**config.mk**
```make
export PLATFORM = sky130hd
export DESIGN_NAME = decode_stage_flat
export DESIGN_NICKNAME = d
export VERILOG_FILES = /design/src/rtl/decode_stage_if.sv /design/src/rtl/decode_stage.sv /design/src/flat_wrapper.sv
export SDC_FILE = /design/constraint.sdc
export NUM_CORES = 2
export LEC_CHECK = 0
export CAP_MARGIN = 20
export CELL_PAD_IN_SITES_DETAIL_PLACEMENT = 1
export CELL_PAD_IN_SITES_GLOBAL_PLACEMENT = 2
export CORE_MARGIN = 2
export CORE_UTILIZATION = 45
export CTS_BUF_LIST = sky130_fd_sc_hd__clkbuf_4 sky130_fd_sc_hd__clkbuf_8
export DETAILED_ROUTE_END_ITERATION = 7
export GPL_ROUTABILITY_DRIVEN = 0
export PLACE_DENSITY_LB_ADDON = 0.05
export SLEW_MARGIN = 20
export SYNTH_ARGS = -nofsm -noshare
export SYNTH_HDL_FRONTEND = slang
export SYNTH_SLANG_ARGS = --single-unit
export TNS_END_PERCENT = 1
```
**constraint.sdc**
```tcl
create_clock -name clk -period 16.2 [get_ports clk]
set_input_delay 2.43 -clock clk [delete_from_list [all_inputs] [get_ports clk]]
set_output_delay 2.43 -clock clk [all_outputs]
set_load 0.005 [all_outputs]
```
**src/rtl/decode_stage_if.sv**
```systemverilog
// Fetch/write-back inputs and decoded outputs of the ID stage.
// Signal names match the stage's external bus names.
interface decode_stage_if #(
  parameter int unsigned XLEN = 64
);
  logic [XLEN-1:0] if_pc;
  logic [31:0]     if_instruction;
  logic            flush;
  logic            ex_mem_read;
  logic [4:0]      ex_rd;
  logic            wb_reg_write;
  logic [4:0]      wb_rd;
  logic [XLEN-1:0] wb_data;

  logic            stall;
  logic            id_valid;
  logic [XLEN-1:0] id_pc;
  logic [6:0]      id_opcode;
  logic [2:0]      id_funct3;
  logic            id_funct7_5;
  logic [4:0]      id_rs1;
  logic [4:0]      id_rs2;
  logic [4:0]      id_rd;
  logic [XLEN-1:0] id_rs1_data;
  logic [XLEN-1:0] id_rs2_data;
  logic [XLEN-1:0] id_imm;

  modport master (
    output if_pc, if_instruction, flush,
    output ex_mem_read, ex_rd,
    output wb_reg_write, wb_rd, wb_data,
    input  stall, id_valid, id_pc,
    input  id_opcode, id_funct3, id_funct7_5,
    input  id_rs1, id_rs2, id_rd,
    input  id_rs1_data, id_rs2_data, id_imm
  );

  modport slave (
    input  if_pc, if_instruction, flush,
    input  ex_mem_read, ex_rd,
    input  wb_reg_write, wb_rd, wb_data,
    output stall, id_valid, id_pc,
    output id_opcode, id_funct3, id_funct7_5,
    output id_rs1, id_rs2, id_rd,
    output id_rs1_data, id_rs2_data, id_imm
  );
endinterface

```
**src/rtl/decode_stage.sv**
```systemverilog
// RV64I decode: IF/ID register, bypassed register file,
// immediate generator and load-use hazard detection.
module decode_stage #(
  parameter int unsigned XLEN = 64,
  parameter logic [31:0] NOP  = 32'h0000_0013
) (
  input logic           clk,
  input logic           reset,
  decode_stage_if.slave bus
);

  logic [XLEN-1:0] pc_q, pc_d;
  logic [31:0]     instr_q, instr_d;
  logic            valid_q, valid_d;
  logic [XLEN-1:0] rf_q [32];

  logic [6:0] opcode;
  logic [4:0] rd, rs1, rs2;
  logic       rs1_use, rs2_use;
  logic       stall;
  logic       wr_en;
  logic [XLEN-1:0] imm;
  logic [XLEN-1:0] rs1_data, rs2_data;

  assign opcode = instr_q[6:0];
  assign rd     = instr_q[11:7];
  assign rs1    = instr_q[19:15];
  assign rs2    = instr_q[24:20];

  assign rs1_use = opcode inside {
    7'h33, 7'h13, 7'h03, 7'h23,
    7'h63, 7'h67, 7'h1b, 7'h3b
  };
  assign rs2_use = opcode inside {
    7'h33, 7'h23, 7'h63, 7'h3b
  };

  assign stall = valid_q & bus.ex_mem_read
               & (bus.ex_rd != 5'd0)
               & ((rs1_use & (bus.ex_rd == rs1))
                | (rs2_use & (bus.ex_rd == rs2)));

  assign wr_en = bus.wb_reg_write & (bus.wb_rd != 5'd0);

  // Same-cycle write-back wins over the stored value
  assign rs1_data =
    (rs1 == 5'd0)                ? '0 :
    (wr_en && bus.wb_rd == rs1) ? bus.wb_data :
                                  rf_q[rs1];
  assign rs2_data =
    (rs2 == 5'd0)                ? '0 :
    (wr_en && bus.wb_rd == rs2) ? bus.wb_data :
                                  rf_q[rs2];

  always_comb begin
    imm = '0;
    case (opcode)
      7'h13, 7'h03, 7'h67, 7'h1b:
        imm = {{(XLEN-12){instr_q[31]}},
               instr_q[31:20]};
      7'h23:
        imm = {{(XLEN-12){instr_q[31]}},
               instr_q[31:25], instr_q[11:7]};
      7'h63:
        imm = {{(XLEN-13){instr_q[31]}},
               instr_q[31], instr_q[7],
               instr_q[30:25], instr_q[11:8], 1'b0};
      7'h37, 7'h17:
        imm = {{(XLEN-32){instr_q[31]}},
               instr_q[31:12], 12'b0};
      7'h6f:
        imm = {{(XLEN-21){instr_q[31]}},
               instr_q[31], instr_q[19:12],
               instr_q[20], instr_q[30:21], 1'b0};
      default: imm = '0;
    endcase
  end

  // Flush outranks a concurrent stall
  always_comb begin
    pc_d    = pc_q;
    instr_d = instr_q;
    valid_d = valid_q;
    if (bus.flush) begin
      instr_d = NOP;
      valid_d = 1'b0;
    end else if (!stall) begin
      pc_d    = bus.if_pc;
      instr_d = bus.if_instruction;
      valid_d = 1'b1;
    end
  end

  always_ff @(posedge clk) begin
    if (reset) begin
      pc_q    <= '0;
      instr_q <= NOP;
      valid_q <= 1'b0;
      for (int i = 0; i < 32; i++) begin
        rf_q[i] <= '0;
      end
    end else begin
      pc_q    <= pc_d;
      instr_q <= instr_d;
      valid_q <= valid_d;
      if (wr_en) begin
        rf_q[bus.wb_rd] <= bus.wb_data;
      end
    end
  end

  assign bus.stall       = stall;
  assign bus.id_valid    = valid_q & ~stall;
  assign bus.id_pc       = pc_q;
  assign bus.id_opcode   = opcode;
  assign bus.id_funct3   = instr_q[14:12];
  assign bus.id_funct7_5 = instr_q[30];
  assign bus.id_rs1      = rs1;
  assign bus.id_rs2      = rs2;
  assign bus.id_rd       = rd;
  assign bus.id_rs1_data = rs1_data;
  assign bus.id_rs2_data = rs2_data;
  assign bus.id_imm      = imm;

endmodule

```
**src/flat_wrapper.sv**
```systemverilog
// flat-port wrapper written by rule: the top's interface ports become plain ports
module decode_stage_flat 
#(
  parameter int unsigned XLEN = 64,
  parameter logic [31:0] NOP  = 32'h0000_0013
)
  (clk, reset, bus_if_pc, bus_if_instruction, bus_flush, bus_ex_mem_read, bus_ex_rd, bus_wb_reg_write, bus_wb_rd, bus_wb_data, bus_stall, bus_id_valid, bus_id_pc, bus_id_opcode, bus_id_funct3, bus_id_funct7_5, bus_id_rs1, bus_id_rs2, bus_id_rd, bus_id_rs1_data, bus_id_rs2_data, bus_id_imm);
  decode_stage_if #(.XLEN(XLEN)) bus_i ();
  input logic clk;
  input logic reset;
  input wire logic [$bits(bus_i.if_pc)-1:0] bus_if_pc;
  input wire logic [$bits(bus_i.if_instruction)-1:0] bus_if_instruction;
  input wire logic [$bits(bus_i.flush)-1:0] bus_flush;
  input wire logic [$bits(bus_i.ex_mem_read)-1:0] bus_ex_mem_read;
  input wire logic [$bits(bus_i.ex_rd)-1:0] bus_ex_rd;
  input wire logic [$bits(bus_i.wb_reg_write)-1:0] bus_wb_reg_write;
  input wire logic [$bits(bus_i.wb_rd)-1:0] bus_wb_rd;
  input wire logic [$bits(bus_i.wb_data)-1:0] bus_wb_data;
  output wire logic [$bits(bus_i.stall)-1:0] bus_stall;
  output wire logic [$bits(bus_i.id_valid)-1:0] bus_id_valid;
  output wire logic [$bits(bus_i.id_pc)-1:0] bus_id_pc;
  output wire logic [$bits(bus_i.id_opcode)-1:0] bus_id_opcode;
  output wire logic [$bits(bus_i.id_funct3)-1:0] bus_id_funct3;
  output wire logic [$bits(bus_i.id_funct7_5)-1:0] bus_id_funct7_5;
  output wire logic [$bits(bus_i.id_rs1)-1:0] bus_id_rs1;
  output wire logic [$bits(bus_i.id_rs2)-1:0] bus_id_rs2;
  output wire logic [$bits(bus_i.id_rd)-1:0] bus_id_rd;
  output wire logic [$bits(bus_i.id_rs1_data)-1:0] bus_id_rs1_data;
  output wire logic [$bits(bus_i.id_rs2_data)-1:0] bus_id_rs2_data;
  output wire logic [$bits(bus_i.id_imm)-1:0] bus_id_imm;
  assign bus_i.if_pc = bus_if_pc;
  assign bus_i.if_instruction = bus_if_instruction;
  assign bus_i.flush = bus_flush;
  assign bus_i.ex_mem_read = bus_ex_mem_read;
  assign bus_i.ex_rd = bus_ex_rd;
  assign bus_i.wb_reg_write = bus_wb_reg_write;
  assign bus_i.wb_rd = bus_wb_rd;
  assign bus_i.wb_data = bus_wb_data;
  assign bus_stall = bus_i.stall;
  assign bus_id_valid = bus_i.id_valid;
  assign bus_id_pc = bus_i.id_pc;
  assign bus_id_opcode = bus_i.id_opcode;
  assign bus_id_funct3 = bus_i.id_funct3;
  assign bus_id_funct7_5 = bus_i.id_funct7_5;
  assign bus_id_rs1 = bus_i.id_rs1;
  assign bus_id_rs2 = bus_i.id_rs2;
  assign bus_id_rd = bus_i.id_rd;
  assign bus_id_rs1_data = bus_i.id_rs1_data;
  assign bus_id_rs2_data = bus_i.id_rs2_data;
  assign bus_id_imm = bus_i.id_imm;
  decode_stage #(.XLEN(XLEN), .NOP(NOP)) u_core (.clk(clk), .reset(reset), .bus(bus_i));
endmodule
```
==> parameters.txt <==
Parameter                              Value

Run status
  Run status ... finished clean

Detailed routing
  Total length of routed wires ... 490000 µm
  Detailed-route via count ... 80700
  Avg WL per Cell ... 41.8 µm
  Length of the first detailed-routing pass in iterations ... 6
  Detailed Route Iter0 Violations ... around 12000
  DR vias/cell ... ~6.9
  DRC errors left ... 0
  DRT antenna net count ... 0

Clock network
  Master cell of the clock root buffer ... sky130_fd_sc_hd__clkbuf_8
  Skew-Pair Late Insertion Delay ... 1.13 ns
  Clock tree from TritonCTS ... built
  Cts hold-fix bufs ... 0
  CTS Buf Count ... 399
  Longest Clk Path Bufs ... 4
  Reg clk slew, reported paths ... 0.06 ns
  H-tree levels ... 5
  Number of clock sinks ... 2155
  Buffer count from post-CTS setup fixing ... 0
  Number of gates given a new drive strength after cts ... 0

Timing
  Final critical-path share of the clock period ... 0.566
  Final setup violating endpoints ... 0
  Transition at the pin with the smallest max-transition slack ... 1.31 ns
  Aggregate negative setup slack ... 0 ns
  Maximum achievable frequency ... about 110 MHz
  Setup clock skew after layout ... just under 0.06 ns
  Slew headroom ... 0.121
  Fin crit period ... 9.18 ns
  RSZ-0062 raised after global routing ... no
  Pins over their slew limit ... 0
  Final number of hold-violating endpoints ... 0

Critical path
  Kind of launch point of the worst setup path ... input pin
  Critical path arrival ... 6.75 ns
  Capturing element type of the critical path ... output port
  Maximum fanout along the worst path ... 35
  Required time at the endpoint of the critical path ... between 10 and 15 ns
  Critical setup path kind ... in -> out

Cells and area
  Final-layout fill cell count ... 24200
  Layout cells sized above 1 ... 0.242
  Top library cells by usage in the layout, fill and taps aside ... sky130_fd_sc_hd__edfxtp_1, sky130_fd_sc_hd__and2_1, sky130_fd_sc_hd__mux4_2
  Net count, final ... 8232
  Leading cell type in the layout, fill and taps excluded ... sky130_fd_sc_hd__edfxtp_1
  Layout Area Growth over Synthesis ... 13.2%

Die
  Initial standard-cell utilization of the core ... 0.453
  Die width ... roughly 510 µm
  Vertical extent of the die ... 509 µm
  Site row count ... 185
  Full die area ... 259000 µm²
  Std-Cell Core Area ... roughly 250000 µm²
  I/O pin cnt ... roughly 460

Synth
  Number of standard cells after synthesis ... 7800
  Library cells used by synthesis ... 61
  Share of the yosys chip area belonging to registers ... 0.554
  Main synth FF type ... sky130_fd_sc_hd__edfxtp_1
  Number of synthesis warnings ... 0
  Share of synthesized flip-flops with an asynchronous set or reset ... 0
  Number of synthesized flops with an enable pin ... 2048
  Flops & latches, synth ... ~2200
  Synthesized area per cell ... 14.7 µm²
  Synthesized area ... 115000 µm²

Global routing
  Global-route wire length before repair ... 671000 µm
  Grt total ovfl ... 0
  Global-route usage over all layers ... 0.376
  Maximum number of pins on one net before global-route repair ... around 130
  Initial antenna violation count ... 70
  Number of global-route vias before repair ... 82300

Flow run
  Number of max-cap violations ... 0

Placement
  Estimated wirelength of the detail-placed design ... 273000 µm
  Total of buffers placed on input and output ports ... 458

Worst hold path
  Worst min-delay path category ... reg -> reg

Power and ir drop
  Leakage ... 0.0430 µW
  Total power ... 13400 µW
  Cell area power density ... 103 nW/µm²
  Maximum resistive drop on vdd ... 0.0671 mV
==> synth_stat cells, types with 5 or more instances <==
cell,number,area share
sky130_fd_sc_hd__and2_1,1999,0.11
sky130_fd_sc_hd__buf_2,135,0.0059
sky130_fd_sc_hd__nor3_1,14,0.00061
sky130_fd_sc_hd__a22o_1,58,0.0044
sky130_fd_sc_hd__nand3b_1,6,0.00039
sky130_fd_sc_hd__buf_4,106,0.0069
sky130_fd_sc_hd__o22ai_1,87,0.0047
sky130_fd_sc_hd__clkbuf_1,645,0.021
sky130_fd_sc_hd__a21oi_1,104,0.0045
sky130_fd_sc_hd__mux2_2,5,0.00049
sky130_fd_sc_hd__inv_1,8,0.00026
sky130_fd_sc_hd__dfxtp_1,107,0.019
sky130_fd_sc_hd__a211o_1,83,0.0063
sky130_fd_sc_hd__nor3b_1,128,0.0084
sky130_fd_sc_hd__edfxtp_1,2048,0.54
sky130_fd_sc_hd__mux2i_1,122,0.011
sky130_fd_sc_hd__buf_6,20,0.0020
sky130_fd_sc_hd__buf_1,22,0.00072
sky130_fd_sc_hd__nand3_1,141,0.0061
sky130_fd_sc_hd__a221oi_1,33,0.0025
sky130_fd_sc_hd__nand2_1,108,0.0035
sky130_fd_sc_hd__a21o_1,20,0.0013
sky130_fd_sc_hd__nand2b_1,8,0.00044
sky130_fd_sc_hd__a22oi_1,205,0.013
sky130_fd_sc_hd__o221ai_1,19,0.0014
sky130_fd_sc_hd__xor2_1,9,0.00069
sky130_fd_sc_hd__or2_2,7,0.00038
sky130_fd_sc_hd__nor2_2,10,0.00054
sky130_fd_sc_hd__nor2_1,55,0.0018
sky130_fd_sc_hd__nor4_1,22,0.0012
sky130_fd_sc_hd__a32oi_1,65,0.0050
sky130_fd_sc_hd__xnor2_1,11,0.00084
sky130_fd_sc_hd__nor2b_1,82,0.0045
sky130_fd_sc_hd__mux4_2,1016,0.20
sky130_fd_sc_hd__o21ai_0,114,0.0050
sky130_fd_sc_hd__a211oi_1,130,0.0085
==> critical path, stage by stage <==
cell                              delay (ns)
sky130_fd_sc_hd__clkdlybuf4s50_1        0.69
sky130_fd_sc_hd__or3_1                  0.70
sky130_fd_sc_hd__o2111ai_4              0.37
sky130_fd_sc_hd__nor2_4                 0.23
sky130_fd_sc_hd__buf_4                  0.56
sky130_fd_sc_hd__buf_4                  0.71
sky130_fd_sc_hd__a211o_1                0.44
sky130_fd_sc_hd__clkdlybuf4s50_1        0.58
==> sequential cells by signal, summed over array words and instances (netlist names), named ones only <==
name / cells
u_core.instr_q: 32
u_core.rf_q: 2048
u_core.valid_q: 1
u_core.bus.id_pc: 64
==> metrics by stage <==
stage | std cells | instance area [µm²] | setup WS [ns] | hold WS (ns) | utilization
floorplan | 7863 | 115000 | 7.81 | 0.447 | -
global placement | 11000 | 123000 | 7.16 | 0.455 | 0.483
detailed placement | 11000 | 123000 | 7.06 | 0.476 | 0.483
CTS | 11700 | 130000 | 7.02 | 0.486 | 0.512
global route | 11700 | 130000 | 6.87 | 0.508 | 0.512
finish | 11700 | 130000 | 7.02 | 0.480 | 0.512
==> per-layer routing <==
metal  routed length [µm]  share of wire  vias to the layer above  GRT usage
met3                55300           0.11                     1352     0.0897
met4                28300          0.058                       24      0.195
met2               230000           0.47                     5673      0.597
met1               177000           0.36                    43000      0.481
li1                     -              -                    30700          -
met5                  162        0.00033                        -          0
==> final timing paths <==
| kind | start | to | slack [ns] | cells after the start |
|---|---|---|---|---|
| worst max-delay path | bus_wb_rd[3] | bus_id_rs2_data[6] | 7.02 | 8 |
| worst min-delay path | u_core.instr_q[29] | u_core.instr_q[29] | 0.48 | 2 |
| worst max register to register | u_core.instr_q[17] | flop | 13.28 | 7 |
| worst min register to register | u_core.instr_q[29] | u_core.instr_q[29] | 0.48 | 2 |
==> logic make-up after synthesis <==
logic type,count (synthesis),synth area share
simple gates,2597,0.138
flops,2155,0.554
mux,1143,0.210
buf+inv,938,0.0369
xor+xnor,20,0.00152
compound gates,946,0.0598
other cells,1,0.0000326
==> final cells by class <==
class,instances,area [µm²],share of cell area
diodes,40,100,0.000770
inverters,10,40.0,0.000308
clock inverters,125,666,0.00512
well taps,3366,4210,0.0324
clock buffers,545,6680,0.0514
repair buffers,721,6670,0.0513
multi-input cells,4770,48000,0.369
flip-flops and latches,2155,63700,0.490
==> power by group <==
group          switching, µW  internal [µW]
Clock                   2420           2700
Combinational            989            691
Sequential               186           6410
Power figures use the tool's default switching activity.
